$ cat config.mk
export PLATFORM = sky130hd
export DESIGN_NAME = mem_access_stage
export DESIGN_NICKNAME = d
export VERILOG_FILES = /design/src/rtl/mem_access_stage_pkg.sv /design/src/rtl/mem_access_stage_lane_align.sv /design/src/rtl/mem_access_stage.sv
export SDC_FILE = /design/constraint.sdc
export NUM_CORES = 1
export LEC_CHECK = 0
export BUFFER_PORTS_ARGS = -buffer_cell sky130_fd_sc_hd__buf_4
export CAP_MARGIN = 20
export CORE_AREA = 2 2 100 102
export DETAILED_ROUTE_END_ITERATION = 12
export DIE_AREA = 0 0 102 104
export PLACE_DENSITY = 0.74
export SLEW_MARGIN = 15
export SYNTH_ARGS = -nofsm -noshare
export SYNTH_HDL_FRONTEND = slang
export SYNTH_SLANG_ARGS = --single-unit
$ cat constraint.sdc
create_clock -name clk -period 4.6 [get_ports clk]
set_input_delay 1.15 -clock clk [delete_from_list [all_inputs] [get_ports clk]]
set_output_delay 1.15 -clock clk [all_outputs]
set_load 0.02 [all_outputs]
$ cat src/rtl/mem_access_stage_pkg.sv
// Shared encodings for the MEM stage: access size codes and bus FSM states.
package mem_access_stage_pkg;

    typedef enum logic [1:0] {
        SZ_B = 2'd0,
        SZ_H = 2'd1,
        SZ_W = 2'd2,
        SZ_D = 2'd3
    } mem_size_e;

    typedef enum logic {
        ST_IDLE = 1'b0,
        ST_BUSY = 1'b1
    } mem_state_e;

endpackage

$ cat src/rtl/mem_access_stage_lane_align.sv
// Combinational lane steering: byte enables, store replication, load extract/extend,
// and the alignment check for the current access size.
module mem_lane_align
    import mem_access_stage_pkg::*;
#(
    parameter int DATA_W = 32
) (
    input  logic [1:0]          size,
    input  logic                uns,
    input  logic [2:0]          addr_lo,
    input  logic [DATA_W-1:0]   st_data,
    input  logic [DATA_W-1:0]   rdata,
    output logic [DATA_W/8-1:0] be,
    output logic [DATA_W-1:0]   wdata,
    output logic [DATA_W-1:0]   ld_data,
    output logic                aligned
);

    localparam int NB   = DATA_W / 8;
    localparam int OFFW = $clog2(NB);

    logic [OFFW-1:0]   off;
    logic [DATA_W-1:0] lane;

    assign off  = addr_lo[OFFW-1:0];
    assign lane = rdata >> {off, 3'b000};

    function automatic logic [DATA_W-1:0] extend(input logic [DATA_W-1:0] v,
                                                 input int unsigned bits,
                                                 input logic zx);
        logic [DATA_W-1:0] r;
        r = v;
        for (int unsigned i = 0; i < DATA_W; i++)
            if (i >= bits) r[i] = zx ? 1'b0 : v[bits-1];
        return r;
    endfunction

    always_comb begin
        be      = '0;
        wdata   = '0;
        ld_data = '0;
        aligned = 1'b1;
        case (mem_size_e'(size))
            SZ_B: begin
                be      = NB'(1) << off;
                wdata   = {NB{st_data[7:0]}};
                ld_data = extend(lane, 8, uns);
            end
            SZ_H: begin
                aligned = ~addr_lo[0];
                be      = NB'(3) << off;
                wdata   = {(NB/2){st_data[15:0]}};
                ld_data = extend(lane, 16, uns);
            end
            SZ_W: begin
                aligned = (addr_lo[1:0] == 2'b00);
                be      = NB'(15) << off;
                wdata   = {(NB/4){st_data[31:0]}};
                ld_data = extend(lane, 32, uns);
            end
            default: begin
                // Doubleword only exists on a 64-bit datapath.
                aligned = (DATA_W == 64) && (addr_lo == 3'b000);
                be      = '1;
                wdata   = st_data;
                ld_data = lane;
            end
        endcase
    end

endmodule

$ cat src/rtl/mem_access_stage.sv
// MEM stage: data-memory req/ack FSM with optional ack timeout, and the MEM/WB register.
module mem_access_stage
    import mem_access_stage_pkg::*;
#(
    parameter int DATA_W      = 32,
    parameter int ADDR_W      = 32,
    parameter int REG_AW      = 5,
    parameter int ACK_TIMEOUT = 0
) (
    input  logic                clk,
    input  logic                rst,
    input  logic                in_valid,
    input  logic                mem_rd,
    input  logic                mem_wr,
    input  logic [1:0]          mem_size,
    input  logic                mem_uns,
    input  logic [ADDR_W-1:0]   mem_addr,
    input  logic [DATA_W-1:0]   st_data,
    input  logic                rwe_i,
    input  logic [REG_AW-1:0]   rwa_i,
    input  logic [DATA_W-1:0]   rwd_i,
    output logic                stall_o,
    output logic                dmem_req,
    output logic                dmem_we,
    output logic [ADDR_W-1:0]   dmem_addr,
    output logic [DATA_W/8-1:0] dmem_be,
    output logic [DATA_W-1:0]   dmem_wdata,
    input  logic                dmem_ack,
    input  logic [DATA_W-1:0]   dmem_rdata,
    output logic                wb_valid,
    output logic                wb_we,
    output logic [REG_AW-1:0]   wb_wa,
    output logic [DATA_W-1:0]   wb_wd,
    output logic                misalign_o,
    output logic                buserr_o
);

    localparam int NB   = DATA_W / 8;
    localparam int OFFW = $clog2(NB);
    localparam int CW   = $clog2(ACK_TIMEOUT + 1) + 1;
    localparam int TLIM = (ACK_TIMEOUT > 0) ? ACK_TIMEOUT - 1 : 0;

    mem_state_e        state;
    logic [CW-1:0]     tcnt;
    logic              aligned, is_mem, mem_op, busy, ack_hit, timeout_hit, is_load;
    logic [NB-1:0]     be;
    logic [DATA_W-1:0] wdata, ld_data;

    mem_lane_align #(.DATA_W(DATA_W)) u_align (
        .size    (mem_size),
        .uns     (mem_uns),
        .addr_lo (mem_addr[2:0]),
        .st_data (st_data),
        .rdata   (dmem_rdata),
        .be      (be),
        .wdata   (wdata),
        .ld_data (ld_data),
        .aligned (aligned)
    );

    assign is_mem  = in_valid & (mem_rd | mem_wr);
    assign mem_op  = is_mem & aligned;
    assign is_load = mem_rd & ~mem_wr;
    assign busy    = (state == ST_BUSY);
    assign ack_hit = busy & dmem_ack;
    // The Nth BUSY cycle without ack is the timeout cycle; ack in that cycle still wins.
    assign timeout_hit = (ACK_TIMEOUT != 0) && busy && !dmem_ack && (tcnt == CW'(TLIM));
    assign stall_o     = mem_op & ~ack_hit & ~timeout_hit;

    assign dmem_req   = busy;
    assign dmem_we    = busy & mem_wr;
    assign dmem_addr  = busy ? {mem_addr[ADDR_W-1:OFFW], {OFFW{1'b0}}} : '0;
    assign dmem_be    = busy ? be : '0;
    assign dmem_wdata = (busy & mem_wr) ? wdata : '0;

    always_ff @(posedge clk or posedge rst) begin
        if (rst) begin
            state      <= ST_IDLE;
            tcnt       <= '0;
            wb_valid   <= 1'b0;
            wb_we      <= 1'b0;
            wb_wa      <= '0;
            wb_wd      <= '0;
            misalign_o <= 1'b0;
            buserr_o   <= 1'b0;
        end else begin
            case (state)
                ST_IDLE: if (mem_op) state <= ST_BUSY;
                default: if (dmem_ack || timeout_hit) state <= ST_IDLE;
            endcase
            tcnt       <= (busy && !dmem_ack && !timeout_hit) ? tcnt + CW'(1) : '0;
            misalign_o <= is_mem & ~aligned;
            buserr_o   <= timeout_hit;
            wb_wa      <= rwa_i;
            wb_wd      <= rwd_i;
            if (is_mem && !aligned) begin
                wb_valid <= 1'b1;
                wb_we    <= 1'b0;
            end else if (!is_mem) begin
                wb_valid <= in_valid;
                wb_we    <= in_valid & rwe_i;
            end else if (ack_hit) begin
                wb_valid <= 1'b1;
                wb_we    <= rwe_i;
                if (is_load) wb_wd <= ld_data;
            end else if (timeout_hit) begin
                wb_valid <= 1'b1;
                wb_we    <= 1'b0;
            end else begin
                wb_valid <= 1'b0;
                wb_we    <= 1'b0;
            end
        end
    end

endmodule

### After elaboration in Yosys (flattened, before gate mapping)

Cells that the tools add are included.

* register bits: 41
* input bits: 143
* output and inout port bits: 112
* word-level logic and storage cells: 51

* equal/unequal tests: 2
* shifts and indexed selects: 4
* multiplexer cells: 22
* bitwise logic cells: 13
* reduce and logical (&&, ||, !) cells: 4

Operators by type and width (count)
* $mux 32: 6
* $pmux 32 s2: 2
* $shr 32x5->32: 1
* $pmux 4 s3: 1
* $mux 1: 11
* $and 1x1->1: 8
* $logic_not 2->1: 2
* $mux 4: 1
* $not 1->1: 4
* $shl 1x2->4 const A: 1
* $shl 2x2->4 const A: 1
* $shl 4x2->4 const A: 1
* $pmux 1 s3: 1
* $eq 2x1->1 const B: 1
* $eq 2x2->1 const B: 1
* $logic_and 1x1->1: 1
* $logic_not 1->1: 1
* $or 1x1->1: 1

### Depth between registers and ports, before layout

* depth in word-level cells: 7
* mapped depth: 10

### Cells and area by module

A second synthesis with hierarchy kept.

* cells, all modules: 357
* area total of the unflattened synthesis: 3547.2 µm²

Modules (own cells, without submodules)
* mem_access_stage: times used 1, cells each 172, area an instance 2173.3 µm²
* mem_lane_align: times used 1, cells each 185, area an instance 1373.8 µm²

### Least setup slack after synthesis

OpenSTA, ideal clock, no wires.

* path kind: input to output
* from: input port mem_size[1]
* to: output port dmem_wdata[10]
* data arrival time: 2.923 ns
* setup slack: 0.527 ns
* cell stages on the path: 8
* buffers on the path: 3
* cells stage by stage: clkbuf_1 -> inv_1 -> ha_1 -> clkbuf_1 -> nand2b_1 -> buf_2 -> nand2_1 -> a21oi_1

* longest elaborated chain between the ends: 3
* elaborated cells on any way between the ends: 4
* those cells by class: 1 x eq/ne; 2 x mux; 1 x reduce/logical

Ends and longest elaborated chain
* start, declared: line mem_access_stage.sv:15 `input logic [1:0] mem_size,`
* $eq 2x1->1 or $logic_not 2->1 (tied branches): line mem_access_stage_lane_align.sv:43 `case (mem_size_e'(size))`
* $pmux 32 s2 *: line mem_access_stage_lane_align.sv:43
* $mux 32 *: line mem_access_stage.sv:74 `assign dmem_wdata = (busy & mem_wr) ? wdata : '0;`
* end, declared: line mem_access_stage.sv:27 `output logic [DATA_W-1:0] dmem_wdata,`

Mark *: on every way between the ends. The rest lies on a longest branch, timed or not.

### Worst setup path after layout

* from: input port mem_size[1]
* to: output port dmem_wdata[9]

Same word-level chain as after synthesis.

==> results.json <==
{
  "wirelength_mm": 12.7,
  "slew_violations": 0,
  "synthCells": 351,
  "r2r-end": "wb_wd[3]",
  "gp_congestion": 0.949,
  "io_pins": 255,
  "path_buf_inv": 3,
  "crit_fanout": 16,
  "p_leak_nw": 2.54,
  "hpwlAfterDp_mm": 10.4,
  "min_period_over_period_pct": 90.7,
  "cpMostUsedCell": "buf_4",
  "layout_commonest_cell": "buf_4",
  "ys_seq_area_share_pct": 35.1,
  "antenna_found_initial": 0,
  "finalSetupViolCount": 0,
  "p_int_uw": 729,
  "root_buffer": "clkbuf_8",
  "routedWlPerCell_um": 17.6,
  "grt_overflow_total": 0,
  "clock_skew_ns": 0.00967,
  "syn_to_final_growth_pct": 70.2,
  "antenna_cells": 0,
  "drtIter0Drc": 125,
  "swShare_pct": 31.6,
  "ys_warn_count": 0,
  "critical_path_depth": 7,
  "cts_tree": "done",
  "stdcell_count": 719,
  "grt_pass1_wl_mm": 18.8,
  "postCtsHoldBufs": 0,
  "min_path_type": "input port to async pin",
  "ant_nets": 0,
  "path_clk_slew_ns": 0.07,
  "clkLatencyLatePin_ns": 0.29,
  "cp-end-kind": "output pin",
  "viasPerCell": 4.97,
  "clk_path_buf_depth": 2,
  "die-area_sq_mm": 0.0106,
  "slowest_delay_ns": 0.60,
  "power_density_mw_per_mm2": 215,
  "syn_area_sq_mm": 0.00292,
  "crit_start": "mem_size[1]",
  "seq_power_share_pct": 36.3,
  "worstSetupStartpointType": "input port",
  "die_y_um": 104,
  "final_nets": 734,
  "path_delay_family": "simple AND/OR/NAND/NOR gates",
  "layout-drive-gt1-share_pct": 46.6,
  "cts_sinks": 41,
  "grt_pass1_vias": 3555,
  "fin_tns_setup_ns": 0,
  "num_rows": 36,
  "netlist-cell-type-count": 37,
  "htree_levels": 2,
  "cpMaxStageDelayCell": "nand2b_1",
  "place_area_sq_mm": 0.00486,
  "die_w_um": 102,
  "grt_max_degree": 44,
  "drc": 0,
  "max_freq_mhz": 240,
  "placed_cells": 712,
  "status": "completed",
  "r2r_cells": 6,
  "combPwrFrac_pct": 37.8,
  "post-cts-setup-buffers": 0,
  "hold_violations": 0,
  "reg2reg_slack_ns": 2.56,
  "post-route-util_pct": 52.0,
  "synth.avg_cell_area_sq_um": 8.32,
  "final_cell_mix": "buf_4 (257), nand2_1 (41), dfrtp_1 (41)",
  "endpoint": "dmem_wdata[9]",
  "initial_utilization_pct": 30.6,
  "clkPwrFrac_pct": 25.9,
  "min_period_ns": 4.17,
  "synth-seq-cells": 41,
  "maxSlewHeadroom_pct": 40.3,
  "coreArea_sq_mm": 0.00955,
  "cap_viol_max_count": 0,
  "ir_worst_vdd_mv": 0.187,
  "worstPathArrival_ns": 3.02,
  "fin_area_sq_mm": 0.00497,
  "p_switching_uw": 337,
  "port_buffers": 251,
  "path_class": "input port to output pin",
  "cp_data_required_time_ns": 3.45,
  "r2r-start": "dmem_req",
  "worst_pin_slew_ns": 0.887,
  "drtPass1Iterations": 4,
  "vias": 3572,
  "ctsResizeCount": 0,
  "grt_usage_pct": 22.6,
  "rsz0062_at_grt": "no",
  "path_cells": "buf_4 -> inv_1 -> ha_1 -> nand2b_1 -> nand2_1 -> a21oi_1 -> buf_4",
  "cts_buffers": 5
}
==> per-stage QoR <==
stage	hold slack, ns	power (mW)	setup slack (ns)
2_1_floorplan	0.802	0.586	0.527
3_3_place_gp	0.885	0.793	0.639
3_5_place_dp	0.915	0.799	0.477
4_1_cts	0.856	1.08	0.478
5_1_grt	0.865	1.12	0.233
6_report	0.850	1.07	0.427
==> layout make-up <==
type,count,area (sq um)
inverters,6,22.5
flip-flops and latches,41,1030
fillers,929,4580
multi-input cells,275,1720
well taps,133,166
repair buffers,257,1930
clock inverters,2,35.0
clock buffers,5,68.8
==> kinds of logic (layout without fill, tap and decap cells) <==
group                      Yosys count  count (layout)  synth area share (%)
DFF                                 41              41                  35.1
and+or+nand+nor                    139             139                  24.0
AOI/OAI and AO/OA                   94              94                  20.0
muxes                               34              34                  12.4
adders and majority gates            5               5                  2.14
other                                1               3                 0.128
buffers and inverters               37             270                  6.17
==> state kept, by name, indices dropped and copies added (netlist names) <==
register    count
dmem_req        1
wb_valid        1
wb_wd          32
wb_wa           5
misalign_o      1
wb_we           1
==> Yosys cell counts (all sizes together) <==
cell type   n  area (sq um)
a21oi      39           195
dfrtp      41          1030
and2       38           238
nand2b      3          18.8
and4b       1          10.0
ha          5          62.6
buf        16           101
conb        1          3.75
nand2      41           154
mux2i      17           170
o22ai       1          6.26
a31oi      18           113
o21ai       9          45.0
inv         6          22.5
nand3b      1          7.51
nor2       34           130
clkbuf     15          56.3
and3        8          50.1
a2bb2oi     8          70.1
o21a        1          7.51
a211oi      9          72.6
nor3        2          15.0
nor2b       8          50.1
mux2       17           191
o211ai      1          7.51
a221oi      1          15.0
nand4b      1          8.76
nor4        2          18.8
a22oi       7          52.6
==> power by group through the flow <==
stage               clock [mW]  combinational, mW  sequential (mW)
detailed placement           0              0.405            0.394
CTS                      0.284              0.406            0.387
floorplan                    0              0.167            0.420
global placement             0              0.399            0.393
finish                   0.276              0.403            0.387
global route             0.299              0.434            0.388
==> how the worst min path moves through the flow <==
stage          slack [ns]     start        to  cells past startpoint
6_report             0.85       rst  wb_wa[3]                      2
5_1_grt              0.87       rst  wb_wa[0]                      2
4_1_cts              0.86       rst  wb_wa[3]                      2
3_5_place_dp         0.91  dmem_req     wb_we                      3
3_3_place_gp         0.89  dmem_req     wb_we                      3
2_1_floorplan        0.80  dmem_req  dmem_req                      3
==> metal layers <==
layer	track usage (%)	part of all wire (%)	vias up
met2	41.3	52	203
met5	0	0	-
met1	26.1	37	1660
met4	7.05	2.5	0
li1	-	-	1685
met3	4.30	8.8	24
Note: power is estimated with default switching activity, not from simulation.
